$ cat config.mk
export PLATFORM = sky130hd
export DESIGN_NAME = rat_rollback_ctrl
export DESIGN_NICKNAME = d
export VERILOG_FILES = /design/src/rtl/rat_rollback_ctrl.sv
export SDC_FILE = /design/constraint.sdc
export NUM_CORES = 1
export LEC_CHECK = 0
export CELL_PAD_IN_SITES_DETAIL_PLACEMENT = 1
export CELL_PAD_IN_SITES_GLOBAL_PLACEMENT = 1
export CORE_MARGIN = 2
export CORE_UTILIZATION = 34
export CTS_CLUSTER_SIZE = 24
export DETAILED_ROUTE_END_ITERATION = 7
export PLACE_DENSITY_LB_ADDON = 0.2
export SETUP_SLACK_MARGIN = 0.15
export SLEW_MARGIN = 40
export SYNTH_ARGS = -nofsm -noshare
export SYNTH_HDL_FRONTEND = slang
export SYNTH_SLANG_ARGS = --single-unit
$ cat constraint.sdc
create_clock -name clk -period 2.6 [get_ports clk]
set_input_delay 0.39 -clock clk [delete_from_list [all_inputs] [get_ports clk]]
set_output_delay 0.39 -clock clk [all_outputs]
set_load 0.05 [all_outputs]
$ cat src/rtl/rat_rollback_ctrl.sv
// Purpose : walks a squashed ROB window youngest->oldest after a flush and
//           issues one RAT per-map restore (new invalidated, old revalidated)
//           per entry that renamed a destination.
// Latency : flush_req to rollback_done = N+2 cycles for an N-entry window,
//           1 cycle for an empty window (tail == flush id).
// Backpressure: none accepted; the RAT restore port takes one strobe per
//           cycle. rollback_busy stalls rename/commit for the whole rollback.
//
// Ports:
//   clk, rst                      clock, synchronous active-high reset
//   flush_req_i                   start rollback, honoured in IDLE only
//   flush_rob_id_i                oldest squashed ROB entry (undone last)
//   rob_tail_id_i                 next free ROB slot at flush time
//   rob_read_id_o                 ROB entry being read (0 outside WALK)
//   rob_read_has_dest_i           same-cycle reply: entry renamed a dest
//   rob_read_new_phy_id_i         same-cycle reply: allocated phy id
//   rob_read_old_phy_id_i         same-cycle reply: previous phy id
//   commit_rat_restore_new_phy_id_o / _old_phy_id_o   restore ids to RAT
//   commit_rat_restore_map_o      restore strobe to RAT
//   rollback_busy_o               high in WALK, DRAIN and DONE
//   rollback_done_o               one-cycle completion pulse
//   rollback_restore_cnt_o        restores issued in current/last rollback
module rat_rollback_ctrl #(
    parameter int PHY_REG_ID_WIDTH = 7,
    parameter int ROB_ID_WIDTH     = 5
) (
    input  logic                          clk,
    input  logic                          rst,
    input  logic                          flush_req_i,
    input  logic [ROB_ID_WIDTH-1:0]       flush_rob_id_i,
    input  logic [ROB_ID_WIDTH-1:0]       rob_tail_id_i,
    output logic [ROB_ID_WIDTH-1:0]       rob_read_id_o,
    input  logic                          rob_read_has_dest_i,
    input  logic [PHY_REG_ID_WIDTH-1:0]   rob_read_new_phy_id_i,
    input  logic [PHY_REG_ID_WIDTH-1:0]   rob_read_old_phy_id_i,
    output logic [PHY_REG_ID_WIDTH-1:0]   commit_rat_restore_new_phy_id_o,
    output logic [PHY_REG_ID_WIDTH-1:0]   commit_rat_restore_old_phy_id_o,
    output logic                          commit_rat_restore_map_o,
    output logic                          rollback_busy_o,
    output logic                          rollback_done_o,
    output logic [ROB_ID_WIDTH:0]         rollback_restore_cnt_o
);

    localparam int CNT_W = ROB_ID_WIDTH + 1;

    typedef enum logic [1:0] {
        S_IDLE  = 2'd0,
        S_WALK  = 2'd1,
        S_DRAIN = 2'd2,
        S_DONE  = 2'd3
    } state_t;

    state_t                        state_q, state_d;
    logic [ROB_ID_WIDTH-1:0]       ptr_q, ptr_d;     // entry read this cycle
    logic [ROB_ID_WIDTH-1:0]       tgt_q, tgt_d;     // oldest entry, last to undo
    logic [CNT_W-1:0]              cnt_q, cnt_d;
    // Single output stage between the ROB read and the RAT restore port.
    logic                          stg_vld_q, stg_vld_d;
    logic [PHY_REG_ID_WIDTH-1:0]   stg_new_q, stg_new_d;
    logic [PHY_REG_ID_WIDTH-1:0]   stg_old_q, stg_old_d;

    always_comb begin
        state_d   = state_q;
        ptr_d     = ptr_q;
        tgt_d     = tgt_q;
        cnt_d     = cnt_q;
        stg_vld_d = 1'b0;
        stg_new_d = stg_new_q;
        stg_old_d = stg_old_q;

        case (state_q)
            S_IDLE: begin
                if (flush_req_i) begin
                    tgt_d = flush_rob_id_i;
                    // Youngest live entry is one below the tail, wrapping
                    // naturally through the modulo-depth pointer width.
                    ptr_d = rob_tail_id_i - ROB_ID_WIDTH'(1);
                    cnt_d = '0;
                    // Equal pointers mean an empty window; the ROB never
                    // presents a full-window flush this way.
                    if (rob_tail_id_i == flush_rob_id_i) begin
                        state_d = S_DONE;
                    end else begin
                        state_d = S_WALK;
                    end
                end
            end
            S_WALK: begin
                stg_vld_d = rob_read_has_dest_i;
                // Ids only move on a real restore so they hold their last
                // value while the strobe is low.
                if (rob_read_has_dest_i) begin
                    stg_new_d = rob_read_new_phy_id_i;
                    stg_old_d = rob_read_old_phy_id_i;
                    // Counter steps together with the strobe becoming visible.
                    cnt_d     = cnt_q + CNT_W'(1);
                end
                if (ptr_q == tgt_q) begin
                    state_d = S_DRAIN;
                end else begin
                    ptr_d = ptr_q - ROB_ID_WIDTH'(1);
                end
            end
            S_DRAIN: begin
                // The stage register presents the last entry's restore here.
                state_d = S_DONE;
            end
            S_DONE: begin
                state_d = S_IDLE;
            end
            default: begin
                state_d = S_IDLE;
            end
        endcase
    end

    always_ff @(posedge clk) begin
        if (rst) begin
            state_q   <= S_IDLE;
            ptr_q     <= '0;
            tgt_q     <= '0;
            cnt_q     <= '0;
            stg_vld_q <= 1'b0;
            stg_new_q <= '0;
            stg_old_q <= '0;
        end else begin
            state_q   <= state_d;
            ptr_q     <= ptr_d;
            tgt_q     <= tgt_d;
            cnt_q     <= cnt_d;
            stg_vld_q <= stg_vld_d;
            stg_new_q <= stg_new_d;
            stg_old_q <= stg_old_d;
        end
    end

    assign rob_read_id_o                   = (state_q == S_WALK) ? ptr_q : '0;
    assign commit_rat_restore_map_o        = stg_vld_q;
    assign commit_rat_restore_new_phy_id_o = stg_new_q;
    assign commit_rat_restore_old_phy_id_o = stg_old_q;
    assign rollback_busy_o                 = (state_q != S_IDLE);
    assign rollback_done_o                 = (state_q == S_DONE);
    assign rollback_restore_cnt_o          = cnt_q;

endmodule
==> results of run 1 <==
-- placed cells by master (no fill, tap or decap), types with 3 or more instances in the layout --
master           instances
nor3_1                   3
buf_4                    5
and2_1                   3
clkdlybuf4s50_1         50
clkbuf_8                 6
xnor2_1                  7
nand3_1                  9
nor2_1                  13
dfxtp_1                 33
buf_12                   5
nor3b_1                  4
ha_1                     7
inv_1                    8
a21oi_1                 24
nand2_1                 40
a211o_1                  3
a311oi_1                 3
o21ai_0                  4
xor2_1                   8
mux2i_1                  5
nor2b_1                  5
-- sequential cells by signal, indices dropped and copies added (netlist names) --
signal / flops
commit_rat_restore_new_phy_id_o: 7
commit_rat_restore_old_phy_id_o: 7
rollback_restore_cnt_o: 6
ptr_q: 5
tgt_q: 5
state_q: 2
commit_rat_restore_map_o: 1
-- power by group through the flow --
| stage | Clock [mW] | Combinational, mW | Sequential (mW) |
|---|---|---|---|
| after global placement | 0 | 1.30 | 0.703 |
| final | 0.508 | 1.32 | 0.692 |
| after CTS | 0.523 | 1.33 | 0.692 |
| after global routing | 0.556 | 1.45 | 0.707 |
| after floorplan | 0 | 0.835 | 0.786 |
| after detailed placement | 0 | 1.32 | 0.703 |
-- worst paths after layout --
| path | slack [ps] | to | from | cells past startpoint |
|---|---|---|---|---|
| max | 300 | rollback_busy_o | state_q[0] | 4 |
| max reg2reg | 370 | ptr_q[4] | state_q[1] | 9 |
| min reg2reg | 460 | commit_rat_restore_new_phy_id_o[4] | commit_rat_restore_new_phy_id_o[4] | 2 |
| min | 460 | commit_rat_restore_new_phy_id_o[4] | commit_rat_restore_new_phy_id_o[4] | 2 |
-- critical path: stages, from the launching register on --
cell and delay [ps]:
dfxtp_1 390, inv_1 100, ha_1 270, inv_1 70, clkdlybuf4s50_1 800
-- cells by family after synthesis --
kind of cell | count (synthesis) | share of synthesized area [%]
multiplexers | 8 | 5.17
AO/OA/AOI/OAI | 48 | 16.7
XOR/XNOR | 15 | 7.14
buffers and inverters | 18 | 4.49
adder cells (fa/ha/maj) | 7 | 4.76
AND/OR/NAND/NOR | 90 | 25.8
flip-flops | 33 | 35.9
-- layout make-up --
cell class / instances / area, um^2 / area share, %
flip-flops and latches: 33 / 661 / 25.1
repair buffers: 60 / 638 / 24.2
inverters: 8 / 30.0 / 1.14
clock buffers: 6 / 82.6 / 3.14
multi-input cells: 168 / 1100 / 41.7
well taps: 70 / 87.6 / 3.33
clock inverters: 2 / 37.5 / 1.43
-- per-layer routing --
metal | routed length (um) | part of all wire [%] | track usage, % | vias to the layer above
met5 | 0 | 0 | 0 | -
met4 | 36 | 0.68 | 3.21 | 0
met3 | 211 | 4.0 | 4.19 | 6
met2 | 2590 | 49 | 32.3 | 41
met1 | 2460 | 46 | 24.3 | 832
li1 | - | - | - | 872
-- metrics by stage --
step | instance area (um^2) | util, % | hold slack (ps) | total power, mW
after floorplan | 1840 | - | 448 | 1.62
after global placement | 2510 | 48.6 | 442 | 2.00
after detailed placement | 2510 | 48.6 | 450 | 2.02
after CTS | 2630 | 50.9 | 460 | 2.54
after global routing | 2630 | 50.9 | 485 | 2.71
final | 2630 | 50.9 | 459 | 2.52
==> flow_metrics.env, run 1 <==
export IMPL_status="complete, no violations"
export IMPL_leakage_power_summed_over_all_cells_nw=0.957
export IMPL_clkPwrFrac_pct=20.1
export IMPL_fp_row_count=26
export IMPL_overflow=0
export IMPL_fin_ws_ps=297
export IMPL_cts_hold_buf=0
export IMPL_post_cts_repair_setup_buffers=0
export IMPL_synth_largest_area_cell="dfxtp_1"
export IMPL_cts_inserted_buffers=5
export IMPL_hold_path_class="flip-flop to flip-flop"
export IMPL_path_max_fanout=4
export IMPL_yosys_area_top_type_share_pct=35.9
export IMPL_final_min_clock_period_ps=2300
export IMPL_netSwitchingPower_mw=1.09
export IMPL_dp_cells=339
export IMPL_grt_total_usage_pct=18.8
export IMPL_timing_final_hold_violations=0
export IMPL_critical_path_arrival_ps=1910
export IMPL_avgSynthCellArea_um2=8.40
export IMPL_maxClockFrequency_mhz=434
export IMPL_finalWeightedCongestion=0.836
export IMPL_synthesis_area_um2=1840
export IMPL_antenna_diode_count=0
export IMPL_dp_worst_setup_slack_ps=394
export IMPL_max_slew_margin_rel_pct=65.4
export IMPL_root_buffer="clkbuf_8"
export IMPL_ctsHtreeMaxLevel=2
export IMPL_synth_edff_count=0
export IMPL_clk_latency_ps=280
export IMPL_drt_pass1_iterations=4
export IMPL_routed_via_density=5.05
export IMPL_tritoncts="done"
export IMPL_yosysWarningCount=0
export IMPL_final_cycle_share_pct=88.6
export IMPL_drc=0
export IMPL_slew_violations=0
export IMPL_slew_worst_pin_ps=518
export IMPL_mappedNetlistNets=254
export IMPL_flow_area_growth_from_synthesis_pct=43.2
export IMPL_fraction_of_the_yosys_area_taken_by_sequential_cells_pct=35.9
export IMPL_route_antenna_remaining_nets=0
export IMPL_maximum_count_of_clock_buffers_along_a_single_path=2
export IMPL_power_sequential_fraction_pct=27.5
export IMPL_avgRoutedWirePerCell_um=15.3
export IMPL_detailedRoute_firstIterationViolations=90
export IMPL_rsz0062_at_grt="false"
export IMPL_coreArea_um2=5170
export IMPL_netlist_top_cells_area="dfxtp_1 (36%), nand2_1 (8.2%), a21oi_1 (6.5%)"
export IMPL_yosys_cell_count_top_type="nand2_1"
export IMPL_totalWireLength_um=5300
export IMPL_crit_path_end_kind="output pin"
export IMPL_path_clk_slew_ps=70
export IMPL_nNetsFinal=311
export IMPL_cap_viol_max_count=0
export IMPL_ir_drop_mv=0.368
export IMPL_antenna_found_initial=0
export IMPL_placement_io_buffers=55
export IMPL_synth_ff_type="dfxtp_1"
export IMPL_place_hpwl_um=4000
export IMPL_post_synth_inst_count=219
export IMPL_criticalPathCategory="flip-flop to output pin"
export IMPL_setup_viol=0
export IMPL_switching_share_pct=43.4
export IMPL_die_area_um2=6010
export IMPL_num_vias=1751
export IMPL_cellPowerDensity_nw_per_um2=957
export IMPL_die_h_um=77.6
export IMPL_io_pin_count=56
export IMPL_setup_worst_path_start_class="flip-flop"
export IMPL_filler_cell_count=620
export IMPL_skew_ps=2.57
export IMPL_grt_pass1_wl_um=9030
export IMPL_first_global_vias=1888
export IMPL_power_report_internal_total_mw=1.43
export IMPL_comb_power_share_pct=52.4
export IMPL_yosysUniqueCellTypes=48
export IMPL_final_layout_size_suffix_gt1_share_pct=10.5
export IMPL_netlist_top_cells_count="nand2_1 (40), dfxtp_1 (33), a21oi_1 (24)"
export IMPL_dieWidth_um=77.6
export IMPL_clkSinkCount=33
export IMPL_postSynthRegisterBits=33
export IMPL_start_util_pct=35.6
export IMPL_synth_async_reset_ratio_pct=0
export IMPL_largest_net_degree_at_the_start_of_global_routing=29
export IMPL_post_cts_resized=0
export IMPL_stdcell_count=347
export IMPL_setup_total_negative_slack_ps=0
export IMPL_required_ps=2210
Power figures use the tool's default switching activity.
==> run 2, diff against run 1 <==
==> constraint.sdc (replaced) <==
create_clock -name clk -period 2.6 [get_ports clk]
set_input_delay 0.39 -clock clk [delete_from_list [all_inputs] [get_ports clk]]
set_output_delay 0.39 -clock clk [all_outputs]
set_load 0.01 [all_outputs]
==> flow_metrics.env, run 2 (synthesis gave the netlist of run 1 again) <==
export IMPL_tritoncts="done"
export IMPL_io_pin_count=56
export IMPL_path_clk_slew_ps=70
export IMPL_largest_net_degree_at_the_start_of_global_routing=29
export IMPL_overflow=0
export IMPL_coreArea_um2=5170
export IMPL_die_h_um=77.6
export IMPL_cellPowerDensity_nw_per_um2=904
export IMPL_slew_violations=0
export IMPL_dpl_instance_area_um2=2460
export IMPL_length_in_cells_of_the_worst_reg_to_reg_path=7
export IMPL_hold_path_class="flip-flop to flip-flop"
export IMPL_fp_row_count=26
export IMPL_totalWireLength_um=5320
export IMPL_timing_final_hold_violations=0
export IMPL_worst_hold_path_endpoint="commit_rat_restore_old_phy_id_o[4]"
export IMPL_detailedRoute_firstIterationViolations=36
export IMPL_finalWeightedCongestion=0.820
export IMPL_finalInstanceArea_um2=2590
export IMPL_hold_start="commit_rat_restore_old_phy_id_o[4]"
export IMPL_worstReg2RegEnd="ptr_q[2]"
export IMPL_root_buffer="clkbuf_8"
export IMPL_cap_viol_max_count=0
export IMPL_skew_ps=7.09
export IMPL_min_path_cells=2
export IMPL_avgRoutedWirePerCell_um=15.3
export IMPL_drc=0
export IMPL_hold_slack_ps=457
export IMPL_slew_worst_pin_ps=556
export IMPL_first_global_vias=1797
export IMPL_path_max_fanout=14
export IMPL_final_min_clock_period_ps=2300
export IMPL_crit_path_end_kind="output pin"
export IMPL_num_vias=1753
export IMPL_setup_worst_path_start_class="flip-flop"
export IMPL_criticalPathCategory="flip-flop to output pin"
export IMPL_max_slew_margin_rel_pct=62.8
export IMPL_ctsHtreeMaxLevel=2
export IMPL_die_area_um2=6010
export IMPL_place_hpwl_um=3830
export IMPL_final_cycle_share_pct=88.6
export IMPL_grt_total_usage_pct=18.9
export IMPL_stdcell_count=347
export IMPL_r2r_slack_ps=410
export IMPL_critical_path_arrival_ps=1910
export IMPL_start_util_pct=35.6
export IMPL_route_antenna_remaining_nets=0
export IMPL_setup_viol=0
export IMPL_flow_area_growth_from_synthesis_pct=40.9
export IMPL_cts_inserted_buffers=5
export IMPL_post_cts_repair_setup_buffers=0
export IMPL_dp_cells=339
export IMPL_rsz0062_at_grt="false"
export IMPL_filler_cell_count=628
export IMPL_final_layout_size_suffix_gt1_share_pct=8.30
export IMPL_final_common_cell="clkdlybuf4s50_1"
export IMPL_layout_core_utilization_pct=50.1
export IMPL_setup_total_negative_slack_ps=0
export IMPL_grt_pass1_wl_um=8910
export IMPL_clkSinkCount=33
export IMPL_required_ps=2210
export IMPL_status="complete, no violations"
export IMPL_antenna_found_initial=0
export IMPL_regArea_um2=661
export IMPL_routed_via_density=5.05
export IMPL_multi_input_gate_area_um2=1110
export IMPL_placement_io_buffers=55
export IMPL_maximum_count_of_clock_buffers_along_a_single_path=2
export IMPL_nNetsFinal=311
export IMPL_r2r_start="state_q[1]"
export IMPL_maxClockFrequency_mhz=434
export IMPL_drt_pass1_iterations=4
export IMPL_layout_common_cells="clkdlybuf4s50_1 (55), nand2_1 (40), dfxtp_1 (33), a21oi_1 (24), nor2_1 (13)"
export IMPL_antenna_diode_count=0
export IMPL_ir_drop_mv=0.553
export IMPL_leakage_power_summed_over_all_cells_nw=0.934
export IMPL_dieWidth_um=77.6
export IMPL_clk_latency_ps=290
export IMPL_cts_hold_buf=0
==> run 2: area by class of cell <==
cell class,instances,area share [%]
Timing Repair Buffer,60,22.7
Inverter,8,1.16
Multi-Input combinational cell,168,42.8
Tap cell,70,3.38
Clock buffer,7,3.33
Clock inverter,1,1.16
Sequential cell,33,25.5
==> run 2: worst max path at each step <==
stage                           from          endpoint  slack [ps]
after floorplan           state_q[1]          ptr_q[2]         410
after global placement    state_q[1]          ptr_q[2]         370
after detailed placement  state_q[1]          ptr_q[2]         240
after CTS                 state_q[1]  rob_read_id_o[4]         180
after global routing      state_q[1]  rob_read_id_o[4]         160
final                     state_q[1]  rob_read_id_o[4]         300
==> run 2: per-layer routing <==
layer / track usage (%) / wire, um / vias to the layer above
li1: - / - / 866
met1: 24.0 / 2480 / 836
met2: 30.6 / 2480 / 44
met5: 0 / 0 / -
met3: 5.58 / 278 / 7
met4: 6.61 / 82 / 0
==> run 2: repair_timing <==
| action | 4_1_cts | 5_1_grt |
|---|---|---|
| endpoints found under the hold margin | 0 | 0 |
| cloned | 0 | 0 |
| gates resized for setup | 1 | 1 |
| setup endpoints to repair | 2 | 1 |
==> run 2: per-stage QoR <==
step	setup slack, ps	power (mW)
floorplan	409	1.45
global placement	375	1.80
detailed placement	238	1.81
CTS	183	2.34
global route	165	2.51
finish	296	2.34
==> run 2: power by group <==
part | internal (mW) | switching, mW | total (mW)
Sequential | 0.597 | 0.101 | 0.697
Clock | 0.313 | 0.200 | 0.513
Combinational | 0.506 | 0.626 | 1.13
==> run 2: critical path, stage by stage (launching register included) <==
cell and delay (ps):
dfxtp_1 340, inv_1 130, ha_4 240, buf_4 210
and2_1 140, clkdlybuf4s50_1 550
